### config.mk
export PLATFORM = sky130hd
export DESIGN_NAME = operand_fetch_flat
export DESIGN_NICKNAME = d
export VERILOG_FILES = /design/src/rtl/operand_fetch_pkg.sv /design/src/rtl/operand_fetch_if.sv /design/src/rtl/operand_fetch_scoreboard.sv /design/src/rtl/operand_fetch.sv /design/src/flat_wrapper.sv
export SDC_FILE = /design/constraint.sdc
export NUM_CORES = 1
export LEC_CHECK = 0
export ABC_AREA = 1
export CAP_MARGIN = 40
export CORE_ASPECT_RATIO = 1.75
export CORE_UTILIZATION = 40
export CTS_CLUSTER_SIZE = 10
export DETAILED_ROUTE_END_ITERATION = 10
export PLACE_DENSITY = 0.71
export SLEW_MARGIN = 10
export SYNTH_ARGS = -nofsm -noshare
export SYNTH_HDL_FRONTEND = slang
export SYNTH_SLANG_ARGS = --single-unit
### constraint.sdc
create_clock -name clk -period 5.8 [get_ports clk]
set_input_delay 1.74 -clock clk [delete_from_list [all_inputs] [get_ports clk]]
set_output_delay 1.74 -clock clk [all_outputs]
set_load 0.02 [all_outputs]
### src/rtl/operand_fetch_pkg.sv
// Shared types for the operand fetch stage: FSM states, the latched
// instruction record and the scoreboard hazard rule.
package operand_fetch_pkg;

  localparam int ADDR_BITS = 3;
  localparam int DATA_BITS = 8;
  localparam int OP_BITS   = 4;
  localparam int NUM_REGS  = 1 << ADDR_BITS;

  typedef enum logic [1:0] {
    IDLE  = 2'd0,
    READ  = 2'd1,
    ISSUE = 2'd2
  } of_state_t;

  typedef struct packed {
    logic [OP_BITS-1:0]   op;
    logic [ADDR_BITS-1:0] rd;
    logic [ADDR_BITS-1:0] rs0;
    logic [ADDR_BITS-1:0] rs1;
    logic                 use_imm;
    logic [DATA_BITS-1:0] imm;
    logic                 wr_rd;
  } instr_t;

  // An instruction may not leave READ while any register it touches is pending.
  // rs1 is ignored when the immediate replaces it; rd only matters if written.
  function automatic logic instr_hazard(input instr_t instr,
                                        input logic   busy_rs0,
                                        input logic   busy_rs1,
                                        input logic   busy_rd);
    return busy_rs0 | (~instr.use_imm & busy_rs1) | (instr.wr_rd & busy_rd);
  endfunction

endpackage

### src/rtl/operand_fetch_if.sv
// Register file port bundle. Read ports drive addr/enable and take data back;
// the write port drives all three toward the register file.
interface register_bus #(
  parameter int ADDR_BITS = 3,
  parameter int DATA_BITS = 8
);
  logic [ADDR_BITS-1:0] addr;
  logic [DATA_BITS-1:0] data;
  logic                 enable;

  modport rd_master (output addr, output enable, input  data);
  modport rd_slave  (input  addr, input  enable, output data);
  modport wr_master (output addr, output enable, output data);
  modport wr_slave  (input  addr, input  enable, input  data);
endinterface

### src/rtl/operand_fetch_scoreboard.sv
// Per-register busy bits. A register becomes busy when an instruction that
// writes it issues and is released by writeback. When both hit the same
// register on one edge the set wins, because the newer writer is still pending.
module operand_fetch_scoreboard
  import operand_fetch_pkg::*;
#(
  parameter int ADDR_BITS = operand_fetch_pkg::ADDR_BITS
) (
  input  logic                 clk,
  input  logic                 reset,
  input  logic                 set_en,
  input  logic [ADDR_BITS-1:0] set_addr,
  input  logic                 clr_en,
  input  logic [ADDR_BITS-1:0] clr_addr,
  input  logic [ADDR_BITS-1:0] lk0_addr,
  input  logic [ADDR_BITS-1:0] lk1_addr,
  input  logic [ADDR_BITS-1:0] lk2_addr,
  output logic                 lk0_busy,
  output logic                 lk1_busy,
  output logic                 lk2_busy
);

  localparam int NREGS = 1 << ADDR_BITS;

  logic [NREGS-1:0] busy_q;
  logic [NREGS-1:0] busy_d;

  // Next busy vector: apply the writeback clear first, then the issue set on top.
  always_comb begin
    busy_d = busy_q;
    if (clr_en) begin
      busy_d[clr_addr] = 1'b0;
    end else begin
      busy_d = busy_d;
    end
    if (set_en) begin
      busy_d[set_addr] = 1'b1;
    end else begin
      busy_d = busy_d;
    end
  end

  // Busy vector storage; reset empties the scoreboard.
  always_ff @(posedge clk or posedge reset) begin
    if (reset) begin
      busy_q <= {NREGS{1'b0}};
    end else begin
      busy_q <= busy_d;
    end
  end

  assign lk0_busy = busy_q[lk0_addr];
  assign lk1_busy = busy_q[lk1_addr];
  assign lk2_busy = busy_q[lk2_addr];

endmodule

### src/rtl/operand_fetch.sv
// Issue stage in front of the register file. Latches one decoded instruction,
// reads its operands once the scoreboard shows no pending writer, and holds
// {op, rd, a, b} for the ALU until it is accepted. Writeback is forwarded to
// the register file write port unconditionally.
module operand_fetch
  import operand_fetch_pkg::*;
#(
  parameter int ADDR_BITS = operand_fetch_pkg::ADDR_BITS,
  parameter int DATA_BITS = operand_fetch_pkg::DATA_BITS,
  parameter int OP_BITS   = operand_fetch_pkg::OP_BITS
) (
  input  logic                 clk,
  input  logic                 reset,
  input  logic                 in_valid,
  output logic                 in_ready,
  input  logic [OP_BITS-1:0]   in_op,
  input  logic [ADDR_BITS-1:0] in_rd,
  input  logic [ADDR_BITS-1:0] in_rs0,
  input  logic [ADDR_BITS-1:0] in_rs1,
  input  logic                 in_use_imm,
  input  logic [DATA_BITS-1:0] in_imm,
  input  logic                 in_wr_rd,
  output logic                 out_valid,
  input  logic                 out_ready,
  output logic [OP_BITS-1:0]   out_op,
  output logic [ADDR_BITS-1:0] out_rd,
  output logic [DATA_BITS-1:0] out_a,
  output logic [DATA_BITS-1:0] out_b,
  input  logic                 wb_valid,
  input  logic [ADDR_BITS-1:0] wb_addr,
  input  logic [DATA_BITS-1:0] wb_data,
  register_bus.rd_master       rd0_bus,
  register_bus.rd_master       rd1_bus,
  register_bus.wr_master       wr_bus
);

  of_state_t            state_q,     state_d;
  instr_t               instr_q,     instr_d;
  logic                 in_ready_q,  in_ready_d;
  logic                 out_valid_q, out_valid_d;
  logic [OP_BITS-1:0]   out_op_q,    out_op_d;
  logic [ADDR_BITS-1:0] out_rd_q,    out_rd_d;
  logic [DATA_BITS-1:0] out_a_q,     out_a_d;
  logic [DATA_BITS-1:0] out_b_q,     out_b_d;
  logic                 rd0_en_q,    rd0_en_d;
  logic                 rd1_en_q,    rd1_en_d;

  logic busy_rs0_s;
  logic busy_rs1_s;
  logic busy_rd_s;
  logic hazard_s;
  logic issue_s;
  logic sb_set_en_s;

  operand_fetch_scoreboard #(
    .ADDR_BITS (ADDR_BITS)
  ) u_scoreboard (
    .clk      (clk),
    .reset    (reset),
    .set_en   (sb_set_en_s),
    .set_addr (instr_q.rd),
    .clr_en   (wb_valid),
    .clr_addr (wb_addr),
    .lk0_addr (instr_q.rs0),
    .lk1_addr (instr_q.rs1),
    .lk2_addr (instr_q.rd),
    .lk0_busy (busy_rs0_s),
    .lk1_busy (busy_rs1_s),
    .lk2_busy (busy_rd_s)
  );

  // Busy bits are sampled as registered, so a writeback landing this cycle
  // only unblocks the instruction on the following cycle.
  always_comb begin
    hazard_s    = instr_hazard(instr_q, busy_rs0_s, busy_rs1_s, busy_rd_s);
    issue_s     = (state_q == READ) & ~hazard_s;
    sb_set_en_s = issue_s & instr_q.wr_rd;
  end

  // FSM next-state and registered-output computation.
  always_comb begin
    state_d     = state_q;
    instr_d     = instr_q;
    in_ready_d  = in_ready_q;
    out_valid_d = out_valid_q;
    out_op_d    = out_op_q;
    out_rd_d    = out_rd_q;
    out_a_d     = out_a_q;
    out_b_d     = out_b_q;
    rd0_en_d    = rd0_en_q;
    rd1_en_d    = rd1_en_q;
    case (state_q)
      IDLE: begin
        if (in_valid & in_ready_q) begin
          instr_d = '{op:      in_op,
                      rd:      in_rd,
                      rs0:     in_rs0,
                      rs1:     in_rs1,
                      use_imm: in_use_imm,
                      imm:     in_imm,
                      wr_rd:   in_wr_rd};
          state_d    = READ;
          in_ready_d = 1'b0;
          rd0_en_d   = 1'b1;
          rd1_en_d   = ~in_use_imm;
        end else begin
          state_d = IDLE;
        end
      end
      READ: begin
        if (issue_s) begin
          state_d     = ISSUE;
          out_valid_d = 1'b1;
          out_op_d    = instr_q.op;
          out_rd_d    = instr_q.rd;
          out_a_d     = rd0_bus.data;
          out_b_d     = instr_q.use_imm ? instr_q.imm : rd1_bus.data;
          rd0_en_d    = 1'b0;
          rd1_en_d    = 1'b0;
        end else begin
          state_d = READ;
        end
      end
      ISSUE: begin
        if (out_ready) begin
          state_d     = IDLE;
          out_valid_d = 1'b0;
          in_ready_d  = 1'b1;
        end else begin
          state_d = ISSUE;
        end
      end
      default: begin
        state_d     = IDLE;
        in_ready_d  = 1'b1;
        out_valid_d = 1'b0;
        rd0_en_d    = 1'b0;
        rd1_en_d    = 1'b0;
      end
    endcase
  end

  // FSM state and output registers; reset drops any in-flight instruction.
  always_ff @(posedge clk or posedge reset) begin
    if (reset) begin
      state_q     <= IDLE;
      instr_q     <= '0;
      in_ready_q  <= 1'b1;
      out_valid_q <= 1'b0;
      out_op_q    <= {OP_BITS{1'b0}};
      out_rd_q    <= {ADDR_BITS{1'b0}};
      out_a_q     <= {DATA_BITS{1'b0}};
      out_b_q     <= {DATA_BITS{1'b0}};
      rd0_en_q    <= 1'b0;
      rd1_en_q    <= 1'b0;
    end else begin
      state_q     <= state_d;
      instr_q     <= instr_d;
      in_ready_q  <= in_ready_d;
      out_valid_q <= out_valid_d;
      out_op_q    <= out_op_d;
      out_rd_q    <= out_rd_d;
      out_a_q     <= out_a_d;
      out_b_q     <= out_b_d;
      rd0_en_q    <= rd0_en_d;
      rd1_en_q    <= rd1_en_d;
    end
  end

  assign in_ready  = in_ready_q;
  assign out_valid = out_valid_q;
  assign out_op    = out_op_q;
  assign out_rd    = out_rd_q;
  assign out_a     = out_a_q;
  assign out_b     = out_b_q;

  assign rd0_bus.addr   = instr_q.rs0;
  assign rd0_bus.enable = rd0_en_q;
  assign rd1_bus.addr   = instr_q.rs1;
  assign rd1_bus.enable = rd1_en_q;

  // Writeback is never held back by the issue FSM.
  assign wr_bus.addr   = wb_addr;
  assign wr_bus.data   = wb_data;
  assign wr_bus.enable = wb_valid;

endmodule
### src/flat_wrapper.sv
// flat-port wrapper written by rule: the top's interface ports become plain ports
module operand_fetch_flat import operand_fetch_pkg::*;
#(
  parameter int ADDR_BITS = operand_fetch_pkg::ADDR_BITS,
  parameter int DATA_BITS = operand_fetch_pkg::DATA_BITS,
  parameter int OP_BITS   = operand_fetch_pkg::OP_BITS
)
  (clk, reset, in_valid, in_ready, in_op, in_rd, in_rs0, in_rs1, in_use_imm, in_imm, in_wr_rd, out_valid, out_ready, out_op, out_rd, out_a, out_b, wb_valid, wb_addr, wb_data, rd0_bus_addr, rd0_bus_enable, rd0_bus_data, rd1_bus_addr, rd1_bus_enable, rd1_bus_data, wr_bus_addr, wr_bus_enable, wr_bus_data);
  register_bus #(.ADDR_BITS(ADDR_BITS), .DATA_BITS(DATA_BITS)) rd0_bus_i ();
  register_bus #(.ADDR_BITS(ADDR_BITS), .DATA_BITS(DATA_BITS)) rd1_bus_i ();
  register_bus #(.ADDR_BITS(ADDR_BITS), .DATA_BITS(DATA_BITS)) wr_bus_i ();
  input  logic clk;
  input  logic reset;
  input  logic in_valid;
  output logic in_ready;
  input  logic [OP_BITS-1:0] in_op;
  input  logic [ADDR_BITS-1:0] in_rd;
  input  logic [ADDR_BITS-1:0] in_rs0;
  input  logic [ADDR_BITS-1:0] in_rs1;
  input  logic in_use_imm;
  input  logic [DATA_BITS-1:0] in_imm;
  input  logic in_wr_rd;
  output logic out_valid;
  input  logic out_ready;
  output logic [OP_BITS-1:0] out_op;
  output logic [ADDR_BITS-1:0] out_rd;
  output logic [DATA_BITS-1:0] out_a;
  output logic [DATA_BITS-1:0] out_b;
  input  logic wb_valid;
  input  logic [ADDR_BITS-1:0] wb_addr;
  input  logic [DATA_BITS-1:0] wb_data;
  output wire logic [$bits(rd0_bus_i.addr)-1:0] rd0_bus_addr;
  output wire logic [$bits(rd0_bus_i.enable)-1:0] rd0_bus_enable;
  input wire logic [$bits(rd0_bus_i.data)-1:0] rd0_bus_data;
  output wire logic [$bits(rd1_bus_i.addr)-1:0] rd1_bus_addr;
  output wire logic [$bits(rd1_bus_i.enable)-1:0] rd1_bus_enable;
  input wire logic [$bits(rd1_bus_i.data)-1:0] rd1_bus_data;
  output wire logic [$bits(wr_bus_i.addr)-1:0] wr_bus_addr;
  output wire logic [$bits(wr_bus_i.enable)-1:0] wr_bus_enable;
  output wire logic [$bits(wr_bus_i.data)-1:0] wr_bus_data;
  assign rd0_bus_addr = rd0_bus_i.addr;
  assign rd0_bus_enable = rd0_bus_i.enable;
  assign rd0_bus_i.data = rd0_bus_data;
  assign rd1_bus_addr = rd1_bus_i.addr;
  assign rd1_bus_enable = rd1_bus_i.enable;
  assign rd1_bus_i.data = rd1_bus_data;
  assign wr_bus_addr = wr_bus_i.addr;
  assign wr_bus_enable = wr_bus_i.enable;
  assign wr_bus_data = wr_bus_i.data;
  operand_fetch #(.ADDR_BITS(ADDR_BITS), .DATA_BITS(DATA_BITS), .OP_BITS(OP_BITS)) u_core (.clk(clk), .reset(reset), .in_valid(in_valid), .in_ready(in_ready), .in_op(in_op), .in_rd(in_rd), .in_rs0(in_rs0), .in_rs1(in_rs1), .in_use_imm(in_use_imm), .in_imm(in_imm), .in_wr_rd(in_wr_rd), .out_valid(out_valid), .out_ready(out_ready), .out_op(out_op), .out_rd(out_rd), .out_a(out_a), .out_b(out_b), .wb_valid(wb_valid), .wb_addr(wb_addr), .wb_data(wb_data), .rd0_bus(rd0_bus_i), .rd1_bus(rd1_bus_i), .wr_bus(wr_bus_i));
endmodule
[Word-level counts from Yosys, hierarchy flattened]
Cells that the tools add are included.
Cells by class
  $lt $le $gt $ge: 6
  equality and inequality tests: 5
  multiplexer cells: 28
  bitwise gates (word level): 16
  reduce and logical (&&, ||, !) cells: 8
Operator list (number)
  two-way mux 8 bit: 3
  less-than comparator 3 x 4 -> 1 bit (second input constant): 4
  two-way mux 1 bit: 13
  case mux 1 bit (3 select lines): 4
  binary-select mux 1 bit (select 3 bit): 3
  AND reduction 3 bit: 3
  bitwise AND 8 bit: 1
  NOT 8 bit: 1
  bitwise OR 8 bit: 1
  demux 1 bit (select 3 bit): 2
  greater-or-equal comparator 3 x 1 -> 1 bit (second input constant): 2
  NOT 1 bit: 6
  case mux 2 bit (3 select lines): 1
  bitwise AND 1 bit: 5
  two-way mux 2 bit: 2
  inequality test 2 x 1 -> 1 bit (second input constant): 2
  AND reduction 2 bit: 2
  equality test 2 x 1 -> 1 bit (second input constant): 1
  equality test 2 bit (second input constant): 1
  logical AND 1 bit: 2
  zero test 2 bit: 1
  inequality test 2 bit (second input constant): 1
  bitwise OR 1 bit: 2
Word-level totals
  register bits: 60
  output and inout port bits: 45
  logic and storage cells: 80

[Logic depth before layout (Yosys ltp)]
  depth in word-level cells: 9
  mapped depth: 14

[Hierarchy]
Synthesis repeated with hierarchy kept, for this count alone.
Second synthesis, totals
  cell total of the unflattened synthesis: 386
  area, all modules: 2952.8 sq um
By module, submodules not included
  operand_fetch: instances 1, cells an instance 277, area an instance 2333.5 sq um, seq. area each 1302.5 sq um
  operand_fetch_scoreboard: instances 1, cells an instance 109, area an instance 619.3 sq um, seq. area each 200.2 sq um

[Least setup slack after synthesis]
OpenSTA, ideal clock, no wires.
  kind: input-to-output
  start point: input wb_addr[0]
  end point: output wr_bus_addr[0]
  arrival time: 1.874 ns
  required time: 4.060 ns
  setup slack: 2.186 ns
  stages on the path: 1
  path buffers: 1
  cell sequence: buf_4
RTL lines
  from (decl): line flat_wrapper.sv:30  | input logic [ADDR_BITS-1:0] wb_addr;
  to (decl): line flat_wrapper.sv:38  | output wire logic [$bits(wr_bus_i.addr)-1:0] wr_bus_addr;
No word-level cell between the ends.

[Worst setup path after layout]
  start point: input wb_addr[1]
  end point: output wr_bus_addr[1]
No word-level cell between the ends.

==> implementation parameters <==
Parameter                              Value

Worst setup path
  CP max stage cell ... sky130_fd_sc_hd__clkdlybuf4s50_1
  Endpoint arrival time on the critical path ... 2.90 ns
  Launching element type of the critical path ... input pin
  Most common cell type on the critical path ... sky130_fd_sc_hd__clkdlybuf4s50_1
  Maximum net fanout on the critical path ... 4
  Top cell family by delay on the critical path ... buffers and inverters
  Required arrival time at the worst endpoint ... 4.06 ns
  Critical path, cell by cell ... clkdlybuf4s50_1, clkdlybuf4s50_1
  Worst reg2reg startpoint ... u_core.instr_q[16]$_DFFE_PP0P_
  CP max stage delay ... 0.63 ns
  Critical path buffers and inverters ... 2
  FF-to-FF path depth ... 10
  Class of the most critical setup path ... input pin to output pin
  RR Endpoint ... u_core.out_rd[2]$_DFFE_PP0P_
  Register-to-register setup slack ... 3.17 ns
  Endpoint type of the worst setup path ... output pin

Placed design
  Number of buffers added on ports ... 83
  Worst slack at placement ... 1.167 ns
  Placed wire-length estimate after detailed placement ... 5189 um
  Routability-driven placement congestion ratio ... 0.9259

Synthesis
  Synthesized-area fraction occupied by and/or/nand/nor cells ... 0.2810
  Post-synth design cell area ... 3005 um2
  Adder and majority gate portion of the synthesized area ... 0
  Dominant synthesized flop cell ... sky130_fd_sc_hd__dfrtp_1
  Post-Syn Nets ... 430
  Post-synthesis async set-or-reset flop share ... 1.000
  Post-synthesis compound-gate area fraction ... 0.07660
  Synth Warn # ... 0
  Largest family of logic cells by synthesized area ... simple AND/OR/NAND/NOR gates
  Fraction of synthesized cell area in xor and xnor cells ... 0
  EDFF count, synth ... 0
  Most area-hungry cell type in the Yosys netlist ... sky130_fd_sc_hd__dfrtp_1
  Cells taking the most area after synthesis ... sky130_fd_sc_hd__dfrtp_1 (49%), sky130_fd_sc_hd__nand2_1 (19%), sky130_fd_sc_hd__buf_4 (5.0%), sky130_fd_sc_hd__o21ai_0 (4.0%), sky130_fd_sc_hd__nand3_1 (3.7%)
  Post-synthesis sequential area ratio ... 0.5000
  Number of distinct standard cells referenced by the synthesized netlist ... 25
  Cell count after synthesis ... 375
  Multiplexer area fraction after synthesis ... 0.02664
  Share of the synthesized area in the top cell type ... 0.4913
  Synthesized area per cell ... 8.014 um2
  Post-synthesis sequential element count ... 60

Power
  Combinational share of power ... 0.419
  Switch share ... 0.4027
  Power dissipated by switching net loads ... 0.0009144 W
  Clock Power Share ... 0.234
  Leakage component of the power ... 1.963 nW
  Relative contribution of sequential cells to total power ... 0.346
  Max VDD drop ... 0.2703 mV
  Cell-internal power ... 0.001356 W
  Power per Cell Area ... 563.8 nW/um2

Drt
  Number of remaining DRC errors ... 0
  DRT Wirelength ... 7360 um
  Average detailed-routed wire length per instance ... 13.94 um
  Initial DRC count ... 161
  Routed Antenna Nets ... 0
  Initial DRT Pass Iterations ... 4
  Per-cell via count in the routed design ... 4.994
  Overall via count from detail_route ... 2637

Worst hold path
  Source of the worst hold timing path ... u_core.out_a[7]$_DFFE_PP0P_
  Class of the tightest hold or removal check ... flop to flop
  Min-Delay Path Depth ... 2
  Hold endpoint ... u_core.out_a[7]$_DFFE_PP0P_

STA
  Pins Over Slew Limit ... 0
  Worst clock skew on the final layout ... 0.007443 ns
  Final number of setup-violating endpoints ... 0
  Worst max-slew margin expressed relative to the limit ... 0.4751
  Setup TNS ... 0 ns
  RSZ-0062 raised after global routing ... false
  Fraction of the cycle the final worst path needs ... 0.7993
  Min setup slack post-route ... 1.164 ns
  Slew of the pin with the lowest slew margin ... 0.7846 ns
  Shortest clock period the worst path allows after layout ... 4.636 ns
  Timing-limited maximum frequency ... 215.7 MHz
  Total count of hold-check failures in the final report ... 0

Die
  Horizontal die dimension ... 67.53 um
  Height of the die ... 116.7 um
  Number of standard-cell rows in the floorplan ... 41
  Area of the core region ... 7233 um2
  I/O pin count ... 100
  Die area ... 7878 um2
  Initial core utilization ... 0.4155

Finish
  Final design utilization ... 0.5568
  Commonest non-fill, non-tap cell in the layout ... sky130_fd_sc_hd__nand2_1
  Area taken by flip-flops and latches ... 1503 um2
  Fill cell count ... 662
  Combined area of the multi-input logic cells ... 1160 um2
  Commonest cells after routing, fill and taps aside ... sky130_fd_sc_hd__nand2_1 (149), sky130_fd_sc_hd__clkdlybuf4s50_1 (83), sky130_fd_sc_hd__dfrtp_1 (59)
  Fraction of layout instances using a drive strength above 1 ... 0.07466
  Area growth, synth to finish ... 34.01%
  Number of diodes ... 0
  Number of nets in the finished design ... 492

Global route
  Largest net degree at the start of global routing ... 61
  Overflow left after global routing ... 0
  Number of global-route vias before repair ... 2593
  First-pass GRT wire length ... 11970 um
  Antenna violations before repair ... 0
  Global router's overall resource usage ... 0.2089

CTS
  Hold-fix buffer count after cts ... 0
  Post-CTS setup buffers ... 0
  Clock-pin slew of the registers on the worst-case setup and hold paths ... 0.05 ns
  # clock sinks ... 60
  # H-tree levels ... 3
  Maximum count of clock buffers along a single path ... 2
  Clock tree from TritonCTS ... done
  Gates resized, CTS repair ... 0
  Root Driver ... sky130_fd_sc_hd__clkbuf_16
  CTS Buf Count ... 9
  Insertion delay of the later-clocked pin in the worst-skew pair ... 0.33 ns

Run
  Max-cap viol count ... 0

Run status
  Result of the run ... finished, final reports clean
==> how the worst max path moves through the flow <==
| stage | start | to | slack (ns) | depth (start not counted) |
|---|---|---|---|---|
| after floorplan | wb_addr[0] | wr_bus_addr[0] | 2.19 | 1 |
| after global placement | wb_addr[1] | wr_bus_addr[1] | 1.19 | 2 |
| after detailed placement | wb_addr[1] | wr_bus_addr[1] | 1.17 | 2 |
| after CTS | wb_addr[1] | wr_bus_addr[1] | 1.16 | 2 |
| after global routing | wb_addr[2] | wr_bus_addr[2] | 1.14 | 2 |
| final | wb_addr[1] | wr_bus_addr[1] | 1.16 | 2 |
==> flip-flops by register name, indices dropped and copies added (netlist names), 2 cells and up <==
register and flops:
u_core.instr_q 17, u_core.out_a 8, u_core.out_b 8, u_core.u_scoreboard.busy_q 8
u_core.out_op 4, u_core.out_rd 3, u_core.rd0_bus.addr 3, u_core.rd1_bus.addr 3
u_core.state_q 2
==> cells in the mapped netlist, types with 5 or more instances <==
master and count:
sky130_fd_sc_hd__nand2_1 149, sky130_fd_sc_hd__dfrtp_1 59, sky130_fd_sc_hd__o21ai_0 24, sky130_fd_sc_hd__inv_1 23, sky130_fd_sc_hd__nand3_1 22, sky130_fd_sc_hd__buf_4 20, sky130_fd_sc_hd__nand4_1 11, sky130_fd_sc_hd__nor2_1 11
sky130_fd_sc_hd__mux2i_1 8, sky130_fd_sc_hd__nor3_1 8, sky130_fd_sc_hd__clkbuf_1 6, sky130_fd_sc_hd__o21ai_2 6, sky130_fd_sc_hd__inv_2 5
==> per-stage QoR <==
stage | std cells | instance area, um2 | power, W | hold slack [ns]
2_1_floorplan | 375 | 3005 | 0.001426 | 0.4416
3_3_place_gp | 512 | 3729 | 0.001724 | 0.4553
3_5_place_dp | 512 | 3729 | 0.001749 | 0.4584
4_1_cts | 528 | 4028 | 0.002291 | 0.4701
5_1_grt | 528 | 4028 | 0.002435 | 0.4885
6_report | 528 | 4028 | 0.002271 | 0.4685
==> routing by layer <==
| layer | GRT usage | up-vias | part of all wire | routed length (um) |
|---|---|---|---|---|
| met1 | 0.2143 | 1242 | 0.37 | 2695 |
| met4 | 0.1177 | 0 | 0.031 | 227 |
| met3 | 0.04883 | 19 | 0.045 | 333 |
| met2 | 0.3736 | 71 | 0.56 | 4104 |
| li1 | - | 1305 | - | - |
| met5 | 0 | - | 0 | 0 |
==> cells by family (layout without fill, tap and decap cells) <==
family          count (synthesis)  count (layout)
compound gates                 40              40
buf+inv                        63             130
flops                          60              60
mux                             8               8
simple gates                  204             204
==> final cells by class <==
cell class              count  share of cell area
inverters                  28             0.02610
repair buffers             86              0.2119
clock inverters             2            0.008698
clock buffers              14             0.06555
multi-input cells         252              0.2880
flip-flops and latches     60              0.3731
well taps                  86             0.02672
==> power by group through the flow <==
stage	Combinational, W	Clock [W]	Sequential (W)
2_1_floorplan	0.000617	0	0.000809
3_3_place_gp	0.000938	0	0.000786
3_5_place_dp	0.000959	0	0.000790
4_1_cts	0.000963	0.000541	0.000787
5_1_grt	0.00106	0.000560	0.000816
6_report	0.000952	0.000532	0.000786
No activity file was read; power rests on OpenSTA's default activity.
